<file path="src/rtl/screen_mem_arbiter.sv">
// Screen RAM arbiter: VGA fetch has strict priority with fixed latency,
// CPU writes are posted through a 1-entry buffer, CPU reads wait for it.
module screen_mem_arbiter #(
    parameter int ADDR_W       = 13,
    parameter int DATA_W       = 16,
    parameter int STARVE_LIMIT = 64
) (
    input  logic              clk,
    input  logic              reset,
    input  logic              vid_req,
    input  logic [ADDR_W-1:0] vid_addr,
    output logic              vid_valid,
    output logic [DATA_W-1:0] vid_data,
    input  logic              cpu_req,
    input  logic              cpu_we,
    input  logic [ADDR_W-1:0] cpu_addr,
    input  logic [DATA_W-1:0] cpu_wdata,
    output logic              cpu_ack,
    output logic [DATA_W-1:0] cpu_rdata,
    output logic              cpu_starved,
    output logic [ADDR_W-1:0] mem_addr,
    output logic              mem_we,
    output logic [DATA_W-1:0] mem_wdata,
    input  logic [DATA_W-1:0] mem_rdata
);

    localparam int CNT_W = $clog2(STARVE_LIMIT + 1);
    localparam logic [CNT_W-1:0] CNT_MAX = CNT_W'(STARVE_LIMIT);

    typedef enum logic [1:0] {
        S_IDLE,
        S_RD_WAIT,
        S_ACK
    } state_t;

    typedef enum logic [1:0] {
        TAG_NONE,
        TAG_VID,
        TAG_CPU
    } tag_t;

    state_t state;
    state_t state_nx;
    tag_t   tag0;
    tag_t   tag1;

    logic              wbuf_full;
    logic [ADDR_W-1:0] wbuf_addr;
    logic [DATA_W-1:0] wbuf_data;

    logic             in_idle;
    logic             rd_done;
    logic             grant_vid;
    logic             grant_drain;
    logic             grant_rd;
    logic             wr_accept;
    logic             cpu_pending;
    logic             cpu_win;
    logic [CNT_W-1:0] starve_cnt;

    // Slot arbitration: video, then buffer drain, then CPU read issue
    always_comb begin
        grant_vid   = vid_req;
        grant_drain = !vid_req && wbuf_full;
        grant_rd    = !vid_req && !wbuf_full && in_idle
                      && cpu_req && !cpu_we;
        // cpu_ack high means the requester has not yet seen its last ack
        wr_accept   = in_idle && cpu_req && cpu_we && !cpu_ack
                      && (!wbuf_full || grant_drain);
        cpu_pending = wbuf_full
                      || (in_idle && cpu_req && !cpu_we && !cpu_ack);
        cpu_win     = grant_drain || grant_rd;
    end

    // Read FSM state register
    always_ff @(posedge clk or negedge reset) begin
        if (!reset) state <= S_IDLE;
        else        state <= state_nx;
    end

    // Read FSM next-state logic
    always_comb begin
        state_nx = state;
        unique case (state)
            S_IDLE:    if (grant_rd) state_nx = S_RD_WAIT;
            S_RD_WAIT: if (rd_done)  state_nx = S_ACK;
            S_ACK:     state_nx = S_IDLE;
            default:   state_nx = S_IDLE;
        endcase
    end

    // Read FSM decoded outputs
    always_comb begin
        in_idle = (state == S_IDLE);
        rd_done = (state == S_RD_WAIT) && (tag1 == TAG_CPU);
    end

    // Register the winning request onto the RAM port
    always_ff @(posedge clk or negedge reset) begin
        if (!reset) begin
            mem_addr  <= '0;
            mem_we    <= 1'b0;
            mem_wdata <= '0;
        end else if (grant_vid) begin
            mem_addr  <= vid_addr;
            mem_we    <= 1'b0;
        end else if (grant_drain) begin
            mem_addr  <= wbuf_addr;
            mem_we    <= 1'b1;
            mem_wdata <= wbuf_data;
        end else if (grant_rd) begin
            mem_addr  <= cpu_addr;
            mem_we    <= 1'b0;
        end else begin
            mem_we    <= 1'b0;
        end
    end

    // Tag pipe follows each slot to the cycle its read data returns
    always_ff @(posedge clk or negedge reset) begin
        if (!reset) begin
            tag0 <= TAG_NONE;
            tag1 <= TAG_NONE;
        end else begin
            if (grant_vid)     tag0 <= TAG_VID;
            else if (grant_rd) tag0 <= TAG_CPU;
            else               tag0 <= TAG_NONE;
            tag1 <= tag0;
        end
    end

    // Steer returning RAM data to the video or CPU side
    always_ff @(posedge clk or negedge reset) begin
        if (!reset) begin
            vid_valid <= 1'b0;
            vid_data  <= '0;
            cpu_ack   <= 1'b0;
            cpu_rdata <= '0;
        end else begin
            vid_valid <= (tag1 == TAG_VID);
            if (tag1 == TAG_VID) vid_data <= mem_rdata;
            cpu_ack <= wr_accept || rd_done;
            if (rd_done) cpu_rdata <= mem_rdata;
        end
    end

    // Posted write buffer; a reload wins over the drain that empties it
    always_ff @(posedge clk or negedge reset) begin
        if (!reset) begin
            wbuf_full <= 1'b0;
            wbuf_addr <= '0;
            wbuf_data <= '0;
        end else if (wr_accept) begin
            wbuf_full <= 1'b1;
            wbuf_addr <= cpu_addr;
            wbuf_data <= cpu_wdata;
        end else if (grant_drain) begin
            wbuf_full <= 1'b0;
        end
    end

    // Starvation counter saturates at the limit; flag is sticky
    always_ff @(posedge clk or negedge reset) begin
        if (!reset) begin
            starve_cnt  <= '0;
            cpu_starved <= 1'b0;
        end else if (cpu_win) begin
            starve_cnt <= '0;
        end else if (cpu_pending && starve_cnt != CNT_MAX) begin
            starve_cnt <= starve_cnt + 1'b1;
            if (starve_cnt == CNT_MAX - 1'b1) cpu_starved <= 1'b1;
        end
    end

endmodule

</file>
<file path="config.mk">
export PLATFORM = sky130hd
export DESIGN_NAME = screen_mem_arbiter
export DESIGN_NICKNAME = d
export VERILOG_FILES = /design/src/rtl/screen_mem_arbiter.sv
export SDC_FILE = /design/constraint.sdc
export NUM_CORES = 1
export LEC_CHECK = 0
export BUFFER_PORTS_ARGS = -buffer_cell sky130_fd_sc_hd__buf_2
export CAP_MARGIN = 40
export CORE_MARGIN = 2
export CORE_UTILIZATION = 46
export DETAILED_ROUTE_END_ITERATION = 8
export GPL_TIMING_DRIVEN = 0
export PLACE_DENSITY = 0.75
export RECOVER_POWER = 25
export SLEW_MARGIN = 0
export SYNTH_ARGS = -nofsm -noshare
export SYNTH_HDL_FRONTEND = slang
export SYNTH_SLANG_ARGS = --single-unit
</file>
<file path="constraint.sdc">
create_clock -name clk -period 1.8 [get_ports clk]
set_input_delay 0.27 -clock clk [delete_from_list [all_inputs] [get_ports clk]]
set_output_delay 0.27 -clock clk [all_outputs]
set_load 0.02 [all_outputs]
</file>
==> impl_metrics.csv, run 1 <==
group,metric,value,unit
setup_path,worstPathRequired,2.08,ns
worst_hold_path,min-delay-start,"cpu_wdata[0]",
yosys,syn_avg_cell_area,13.3,um^2
yosys,yosys.area.top_type,"dfrtp_1",
sta,period_share,105,%
yosys,synthTopCellsByArea,"dfrtp_1 (62%), mux2_2 (20%), mux2i_1 (3.0%)",
detailed_routing,vias,3025,
global_routing,first_global_vias,3059,
sta,finalClockSkew,0.0129,ns
sta,worst_pin_slew,1.16,ns
global_routing,grt_max_degree,64,
detailed_routing,dr.pass1.iters,4,
die,initial_core_util,47.2,%
setup_path,cp-end-kind,"flop",
placement,hpwl,6620,um
layout,insertedDiodeCount,0,
worst_hold_path,hold_path_class,"in2reg",
layout,stdcell_area,5440,um^2
clock_tree,clock_sinks,108,
sta,post-route-min-period,1.89,ns
yosys,syn_area,4340,um^2
sta,hold_viol,0,
die,num_rows,35,
die,die_x,101,um
setup_path,ff2ff_path_depth,4,
setup_path,r2r-start,"state[0]",
setup_path,worstPathMaxFanout,3,
sta,finalSetupViolations,4,
layout,nNetsFinal,534,
clock_tree,cts_made_buffers,9,
detailed_routing,dr.first_iter.drc_count,68,
yosys,ys_warn_count,0,
worst_hold_path,holdPathEnd,"wbuf_data[0]",
yosys,yosysUniqueCellTypes,28,
placement,pre_cts_slack,-0.279,ns
sta,rsz0062_at_grt,"true",
setup_path,critPathLaunchType,"flop",
yosys,syn_nets,391,
clock_tree,clkLatencyLatePin,0.36,ns
detailed_routing,wire_per_inst,15.7,um
setup_path,worstSetupStartpoint,"state[0]",
detailed_routing,antenna_left,0,
yosys,synth_seq_cells,108,
global_routing,grt_usage,18.4,%
layout,drive_above_1_share,48.1,%
yosys,synth_top_area_share,62.2,%
yosys,ys.flop_type,"dfrtp_1",
sta,whs,0.141,ns
die,core_region_area,9200,um^2
placement,portBuffers,127,
clock_tree,cts-root-buf,"clkbuf_8",
global_routing,grt_overflow,0,
yosys,synth-seq-area-share,62.2,%
clock_tree,cts_tree,"yes",
global_routing,antenna_found_initial,0,
power_and_ir_drop,ir_worst_vdd,957,uV
yosys,async_flop_share,100,%
sta,fmax,0.529,GHz
setup_path,reg2reg_slack,-0.09,ns
placement,place.gp.congestion,0.861,
sta,relSlewSlack,23.0,%
detailed_routing,vias_per_cell,5.17,
yosys,netlist_instances,326,
die,chipHeight,101,um
yosys,synth_edf_count,0,
layout,area_growth,25.2,%
power_and_ir_drop,p_per_area,1460,nW/um^2
placement,postPlaceCellArea,5150,um^2
sta,slew_viol_final,0,
setup_path,cp.arrival,2.17,ns
die,die_area,10200,um^2
outcome,violations,"negative setup slack",
detailed_routing,drt_wl_total,9200,um
detailed_routing,drc,0,
worst_hold_path,hold_depth,2,
clock_tree,clk_pin_slew,0.10,ns
global_routing,grt_first_pass_wirelength,14700,um
sta,fin_ws,-0.0895,ns
run,drv_cap,0,
clock_tree,htree_levels,3,
die,ioPinCount,128,
clock_tree,clock_path_buffers,2,
outcome,outcome,"finished, violations left",
power_and_ir_drop,power.leakage,2.58,nW
setup_path,r2r-end,"starve_cnt[2]",
setup_path,critical_path_class,"reg2reg",
==> kinds of logic after synthesis <==
family / after synthesis / share of synthesized area (%)
mux: 90 / 23.0
buf+inv: 24 / 2.28
simple gates: 58 / 6.60
flops: 108 / 62.2
fa+ha+maj: 2 / 0.576
compound gates: 44 / 5.36
==> worst max-delay path: stages, from the launching register on <==
cell and delay [ns]:
dfrtp_1 0.41, or4b_4 0.53, o21a_1 0.23, or4_1 0.49
a21oi_2 0.15
==> worst max path at each step <==
stage               slack [ns]  cells past startpoint       endpoint
floorplan                0.009                      5  starve_cnt[4]
global placement         -0.69                      1    mem_addr[9]
detailed placement       -0.28                      5   cpu_rdata[1]
CTS                      -0.11                      4  starve_cnt[2]
global route             -0.17                      4  starve_cnt[2]
finish                   -0.09                      4  starve_cnt[2]
==> layout by cell type (no fill, tap or decap), types with 3 or more instances in the layout <==
| master | count |
|---|---|
| clkbuf_8 | 12 |
| mux2i_1 | 13 |
| buf_4 | 5 |
| nor2_1 | 15 |
| nand2_1 | 19 |
| or3_1 | 3 |
| nand2b_1 | 5 |
| inv_1 | 7 |
| o21ai_0 | 16 |
| nand3_1 | 4 |
| dfrtp_1 | 108 |
| o21ai_1 | 4 |
| buf_2 | 114 |
| mux2_2 | 77 |
| a21oi_1 | 18 |
| clkbuf_1 | 22 |
==> what timing repair did <==
action / in CTS / in global routing
hold endpoints to repair: 45 / 0
pin swaps: 3 / 0
hold buffers: 1 / 0
resized for setup: 17 / 10
setup buffers: 1 / 2
endpoints found under the setup margin: 47 / 33
cloned: 0 / 2
==> Yosys cell counts (all sizes together) (2+ instances only) <==
| cell | number |
|---|---|
| a21oi | 20 |
| buf | 8 |
| clkbuf | 9 |
| dfrtp | 108 |
| ha | 2 |
| inv | 7 |
| mux2 | 77 |
| mux2i | 13 |
| nand2 | 19 |
| nand2b | 6 |
| nand3 | 4 |
| nor2 | 15 |
| nor3b | 2 |
| o21ai | 20 |
| or2 | 2 |
| or3 | 3 |
| or4 | 2 |
==> layout make-up <==
cell class                 instances  area, um^2
inverter                           7        26.3
multi-input combinational        194        1570
clock inverter                     6        68.8
sequential                       108        2700
clock buffer                      10         138
buffer                            15        98.8
fill                             780        3760
tap                              111         139
timing repair buffer             134         688
==> sequential cells by signal (all words and copies together), names as in the netlist <==
signal and count:
wbuf_full 1, mem_wdata 16, mem_we 1, tag1 2, cpu_starved 1, vid_valid 1, state 2, cpu_ack 1
wbuf_data 16, tag0 2, starve_cnt 7, vid_data 16, mem_addr 13, wbuf_addr 13, cpu_rdata 16
==> power breakdown <==
group	switching [mW]	leakage, nW	internal [mW]
Combinational	1.46	1.15	1.23
Clock	0.816	0.103	0.692
Sequential	0.457	1.33	3.29
Total	2.73	2.58	5.20
==> through the flow <==
step                instances  TNS, ns  utilization (%)  total power [mW]
floorplan                 326        0                -              5.48
global placement          564   -78.86             55.6              6.29
detailed placement        565    -6.74             56.0              6.45
CTS                       581   -0.313             58.9              8.02
global route              585   -0.620             59.1              8.42
finish                    585   -0.235             59.1              7.94
==> layer usage <==
| metal | wire length (um) | GRT usage (%) | up-vias |
|---|---|---|---|
| met3 | 411 | 4.62 | 8 |
| met1 | 3810 | 22.6 | 1525 |
| met4 | 93 | 4.99 | 0 |
| li1 | - | - | 1424 |
| met5 | 0 | 0 | - |
| met2 | 4880 | 32.5 | 68 |
No activity file was read; power rests on OpenSTA's default activity.
==> run 2: changes to the inputs <==
--- a/config.mk
+++ b/config.mk
@@ -7,11 +7,12 @@
 export LEC_CHECK = 0
 export BUFFER_PORTS_ARGS = -buffer_cell sky130_fd_sc_hd__buf_2
 export CAP_MARGIN = 40
-export CORE_MARGIN = 2
-export CORE_UTILIZATION = 46
+export CORE_MARGIN = 5
+export CORE_UTILIZATION = 48
+export CTS_BUF_LIST = sky130_fd_sc_hd__clkbuf_2 sky130_fd_sc_hd__clkbuf_4 sky130_fd_sc_hd__clkbuf_8
 export DETAILED_ROUTE_END_ITERATION = 8
 export GPL_TIMING_DRIVEN = 0
-export PLACE_DENSITY = 0.75
+export PLACE_DENSITY = 0.78
 export RECOVER_POWER = 25
 export SLEW_MARGIN = 0
 export SYNTH_ARGS = -nofsm -noshare
==> run 2 against run 1 <==
- the flow still finishes with violations (negative setup slack)
- utilization is 3.6 points higher
- first-iteration DRC count decreased by 5.9%
- sequential power hardly changed
- combinational power grew 4%
- sequential share of layout area down 0.57 points
- non-clock buffer count is 4 higher
- via count up 0.66%
- global-route usage is 0.99 points lower
- clock power down 4%
- sequential cell count is the same
- critical path type unchanged
- critical endpoint unchanged
- largest cell class unchanged
- highest routed layer unchanged
==> impl_metrics.csv, run 2 (synthesis results as in run 1) <==
group,metric,value,unit
clock_tree,clk_pin_slew,0.11,ns
layout,drive_above_1_share,52.5,%
sta,fmax,0.537,GHz
layout,insertedDiodeCount,0,
global_routing,grt_overflow,0,
layout,nNetsFinal,538,
global_routing,grt_first_pass_wirelength,15600,um
layout,final_cells,586,
sta,finalSetupViolations,6,
clock_tree,clock_sinks,108,
worst_hold_path,hold_depth,1,
clock_tree,clkLatencyLatePin,0.36,ns
sta,tns,-0.198,ns
setup_path,critical_path_class,"reg2reg",
die,die_area,11100,um^2
power_and_ir_drop,internal_power,5.15,mW
outcome,violations,"negative setup slack",
die,initial_core_util,49.6,%
placement,place.gp.congestion,0.749,
layout,stdcell_area,5500,um^2
power_and_ir_drop,power_frac_seq,46.8,%
global_routing,grt_usage,17.4,%
layout,mostFrequentLayoutCells,"buf_2 (129), dfrtp_1 (108), mux2_2 (77)",
global_routing,first_global_vias,3184,
power_and_ir_drop,combPwrFrac,35.0,%
power_and_ir_drop,ir_worst_vdd,945,uV
placement,hpwl,6860,um
global_routing,antenna_found_initial,0,
clock_tree,clock_path_buffers,2,
die,ioPinCount,128,
placement,pre_cts_slack,-0.256,ns
sta,slew_viol_final,0,
layout,area_growth,26.6,%
power_and_ir_drop,clock_power_share,18.2,%
outcome,outcome,"finished, violations left",
placement,dp.cells,562,
setup_path,cp.arrival,2.17,ns
detailed_routing,dr.pass1.iters,4,
sta,period_share,104,%
die,num_rows,34,
die,die_x,105,um
detailed_routing,drt_wl_total,9490,um
sta,whs,0.106,ns
power_and_ir_drop,switchingPower,2.84,mW
clock_tree,cts-root-buf,"clkbuf_8",
detailed_routing,vias_per_cell,5.20,
clock_tree,htree_levels,3,
detailed_routing,antenna_left,0,
clock_tree,cts_made_buffers,9,
setup_path,worstPathMaxFanout,4,
setup_path,worstPathRequired,2.10,ns
die,core_region_area,8760,um^2
layout,mostFrequentLayoutCell,"buf_2",
setup_path,cp-end-kind,"flop",
setup_path,critPathLaunchType,"flop",
sta,relSlewSlack,44.1,%
global_routing,grt_max_degree,61,
worst_hold_path,hold_path_class,"in2reg",
power_and_ir_drop,power.leakage,2.65,nW
power_and_ir_drop,swShare,35.6,%
sta,worst_pin_slew,0.839,ns
detailed_routing,dr.first_iter.drc_count,64,
sta,post-route-min-period,1.86,ns
run,drv_cap,0,
clock_tree,cts_tree,"yes",
sta,finalClockSkew,0.0141,ns
setup_path,ff2ff_path_depth,4,
placement,postPlaceCellArea,5140,um^2
power_and_ir_drop,p_per_area,1450,nW/um^2
sta,hold_viol,0,
sta,rsz0062_at_grt,"true",
die,chipHeight,105,um
detailed_routing,vias,3045,
layout,fill_cells,726,
detailed_routing,wire_per_inst,16.2,um
placement,portBuffers,127,
sta,fin_ws,-0.0633,ns
detailed_routing,drc,0,
## run 2: worst paths after layout
| kind | from | endpoint | slack [ns] |
|---|---|---|---|
| worst max register to register | state[0] | starve_cnt[2] | -0.06 |
| worst min register to register | tag0[1] | tag1[1] | 0.36 |
| worst min-delay path | vid_req | tag0[0] | 0.11 |
| worst max-delay path | state[0] | starve_cnt[2] | -0.06 |
| max in group asynchronous | reset | wbuf_data[8] | 0.51 |
| min in group asynchronous | reset | vid_data[1] | 0.57 |
## run 2: metal layers
metal	up-vias	routed length, um	global-route usage (%)
li1	1432	-	-
met1	1528	3780	20.2
met2	81	5010	30.7
met3	4	642	6.54
met4	0	66	3.84
met5	-	0	0
## run 2: stage by stage
step / power (mW) / util, %
after floorplan: 5.48 / -
after global placement: 6.31 / 58.4
after detailed placement: 6.46 / 58.7
after CTS: 8.00 / 61.9
after global routing: 8.49 / 62.7
final: 7.99 / 62.7
## run 2: cell type report
| class | count | area, um^2 | area share [%] |
|---|---|---|---|
| multi-input cells | 194 | 1580 | 28.8 |
| flip-flops and latches | 108 | 2700 | 49.2 |
| clock inverters | 7 | 83.8 | 1.52 |
| clock buffers | 9 | 124 | 2.25 |
| inverters | 7 | 26.3 | 0.478 |
| plain buffers | 15 | 103 | 1.87 |
| repair buffers | 138 | 739 | 13.5 |
| well taps | 108 | 135 | 2.46 |
## run 2: power by group through the flow
stage / combinational, mW / sequential, mW / clock, mW
global placement: 2.61 / 3.70 / 0
CTS: 2.76 / 3.74 / 1.50
global route: 3.03 / 3.87 / 1.60
finish: 2.80 / 3.74 / 1.45
floorplan: 1.18 / 4.30 / 0
detailed placement: 2.70 / 3.77 / 0
## run 2: critical path, stage by stage (launching register included)
cell     delay (ns)
dfrtp_1        0.41
or4b_4         0.56
o21a_4         0.24
or4_4          0.48
a21oi_2        0.13
## run 2: timing repair
action / CTS / global route
resized for setup: 11 / 16
hold buffers: 1 / 0
buffers inserted: 4 / 2
gates cloned: 1 / 2
pin swaps: 6 / 3
setup endpoints to repair: 41 / 38
endpoints found under the hold margin: 2 / 0
==> run 3: changes to the inputs <==
--- a/config.mk
+++ b/config.mk
@@ -6,13 +6,12 @@
 export NUM_CORES = 1
 export LEC_CHECK = 0
 export BUFFER_PORTS_ARGS = -buffer_cell sky130_fd_sc_hd__buf_2
-export CAP_MARGIN = 40
 export CORE_MARGIN = 5
-export CORE_UTILIZATION = 48
+export CORE_UTILIZATION = 45
 export CTS_BUF_LIST = sky130_fd_sc_hd__clkbuf_2 sky130_fd_sc_hd__clkbuf_4 sky130_fd_sc_hd__clkbuf_8
 export DETAILED_ROUTE_END_ITERATION = 8
 export GPL_TIMING_DRIVEN = 0
-export PLACE_DENSITY = 0.78
+export PLACE_DENSITY = 0.74
 export RECOVER_POWER = 25
 export SLEW_MARGIN = 0
 export SYNTH_ARGS = -nofsm -noshare
==> run 3 against run 2 <==
- the flow still finishes with violations (negative setup slack)
- critical path depth is the same
- final cell count up 2.6%
- total power shrank 1.3%
- largest cell class unchanged
- highest routed layer unchanged
==> impl_metrics.csv, run 3 (synthesis results as in run 1) <==
group,metric,value,unit
layout,nNetsFinal,532,
placement,hpwl,7000,um
die,ioPinCount,128,
sta,period_share,102,%
clock_tree,cts_tree,"yes",
placement,place.gp.congestion,0.745,
sta,worst_pin_slew,1.02,ns
setup_path,cp-end-kind,"flop",
clock_tree,cts_made_buffers,9,
power_and_ir_drop,swShare,34.8,%
clock_tree,clk_pin_slew,0.11,ns
setup_path,crit_buf_inv,0,
layout,area_growth,24.3,%
setup_path,max_stage_delay,0.54,ns
worst_hold_path,holdPathEnd,"tag0[0]",
setup_path,critPathLaunchType,"flop",
power_and_ir_drop,power.leakage,2.55,nW
detailed_routing,drt_wl_total,9360,um
setup_path,worstPathRequired,2.09,ns
outcome,outcome,"finished, violations left",
layout,fin_util,57.9,%
sta,whs,0.0940,ns
placement,pre_cts_slack,-0.300,ns
detailed_routing,dr.first_iter.drc_count,70,
sta,slew_viol_final,0,
power_and_ir_drop,power_frac_seq,47.3,%
worst_hold_path,hold_depth,1,
detailed_routing,drc,0,
detailed_routing,vias,2980,
clock_tree,htree_levels,3,
sta,post-route-min-period,1.83,ns
global_routing,grt_overflow,0,
power_and_ir_drop,internal_power,5.15,mW
clock_tree,clock_sinks,108,
sta,fin_ws,-0.0292,ns
sta,fmax,0.547,GHz
global_routing,grt_first_pass_wirelength,15100,um
global_routing,grt_max_degree,71,
setup_path,cp_slowest_cell,"or4b_4",
clock_tree,clock_path_buffers,2,
power_and_ir_drop,combPwrFrac,33.1,%
global_routing,first_global_vias,3128,
global_routing,grt_usage,16.6,%
placement,portBuffers,127,
setup_path,ff2ff_path_depth,4,
sta,finalClockSkew,0.0124,ns
setup_path,r2r-end,"starve_cnt[2]",
setup_path,reg2reg_slack,-0.03,ns
run,drv_cap,0,
clock_tree,clkLatencyLatePin,0.36,ns
sta,hold_viol,0,
detailed_routing,antenna_left,0,
die,core_region_area,9330,um^2
placement,postPlaceCellArea,5170,um^2
power_and_ir_drop,switchingPower,2.75,mW
die,initial_core_util,46.6,%
setup_path,worstPathCellList,"or4b_4, o21a_1, or4_1, a21oi_1",
layout,mostFrequentLayoutCells,"buf_2 (108), dfrtp_1 (108), mux2_2 (77)",
setup_path,critical_path_class,"reg2reg",
power_and_ir_drop,p_per_area,1460,nW/um^2
detailed_routing,vias_per_cell,4.96,
power_and_ir_drop,ir_worst_vdd,715,uV
sta,rsz0062_at_grt,"true",
outcome,violations,"negative setup slack",
global_routing,antenna_found_initial,0,
setup_path,r2r-start,"state[0]",
die,die_x,108,um
detailed_routing,wire_per_inst,15.6,um
clock_tree,cts-root-buf,"clkbuf_8",
die,chipHeight,108,um
setup_path,crit_family,"simple AND/OR/NAND/NOR gates",
worst_hold_path,hold_path_class,"in2reg",
worst_hold_path,min-delay-start,"vid_req",
sta,relSlewSlack,32.0,%
die,die_area,11700,um^2
layout,drive_above_1_share,46.2,%
layout,stdcell_area,5400,um^2
power_and_ir_drop,clock_power_share,19.6,%
setup_path,worstPathMaxFanout,4,
setup_path,cp.arrival,2.12,ns
die,num_rows,35,
layout,insertedDiodeCount,0,
sta,finalSetupViolations,6,
detailed_routing,dr.pass1.iters,4,
-- run 3: changes by cell type in the layout (fill, tap and decap cells not counted), moves of 2 or more --
cell	previous run	this run
a21oi_2	4	1
buf_2	129	108
clkbuf_1	6	27
inv_8	0	2
clkbuf_4	5	2
clkbuf_2	0	3
o21ai_0	18	20
a21oi_1	16	19
clkinv_8	3	0
o21ai_1	2	0
buf_4	7	4
-- run 3: through the flow --
stage | power [mW] | std cells | setup TNS (ns)
CTS | 8.06 | 601 | -0.0261
detailed placement | 6.46 | 583 | -6.64
global placement | 6.31 | 582 | -84.47
finish | 7.89 | 601 | -0.117
global route | 8.40 | 601 | -1.51
floorplan | 5.48 | 326 | 0
-- run 3: layout make-up --
type	count	area, um^2
well taps	129	161
inverters	7	26.3
clock buffers	10	131
flip-flops and latches	108	2700
repair buffers	132	666
multi-input cells	194	1550
plain buffers	15	83.8
fillers	825	3930
clock inverters	6	78.8
-- run 3: worst max-delay path by stage --
stage / start / end / slack [ns] / depth (start not counted)
final: state[0] / starve_cnt[2] / -0.03 / 4
after floorplan: state[0] / starve_cnt[4] / 0.009 / 5
after global routing: state[0] / starve_cnt[4] / -0.08 / 5
after global placement: reset / wbuf_data[12] / -0.73 / 1
after detailed placement: wbuf_full / mem_addr[8] / -0.30 / 4
after CTS: state[0] / starve_cnt[4] / -0.03 / 5
-- run 3: power by group through the flow --
stage,clock network [mW],logic [mW],registers [mW]
floorplan,0,1.18,4.30
global placement,0,2.61,3.71
detailed placement,0,2.69,3.77
CTS,1.61,2.72,3.73
global route,1.71,2.84,3.85
finish,1.55,2.61,3.73
-- run 3: what timing repair did --
| item | in CTS | in global routing |
|---|---|---|
| endpoints found under the setup margin | 45 | 52 |
| hold buffers | 1 | 0 |
| gates resized for setup | 8 | 5 |
| pin swaps | 1 | 2 |
| hold endpoints to repair | 38 | 0 |
| buffers inserted | 3 | 0 |
-- run 3: per-layer routing --
| metal | wire [um] | vias up | GRT usage [%] | part of all wire [%] |
|---|---|---|---|---|
| li1 | - | 1414 | - | - |
| met1 | 3840 | 1476 | 20.1 | 41 |
| met2 | 4780 | 76 | 28.2 | 51 |
| met3 | 552 | 14 | 4.54 | 5.9 |
| met4 | 187 | 0 | 6.31 | 2.0 |
| met5 | 0 | - | 0 | 0 |
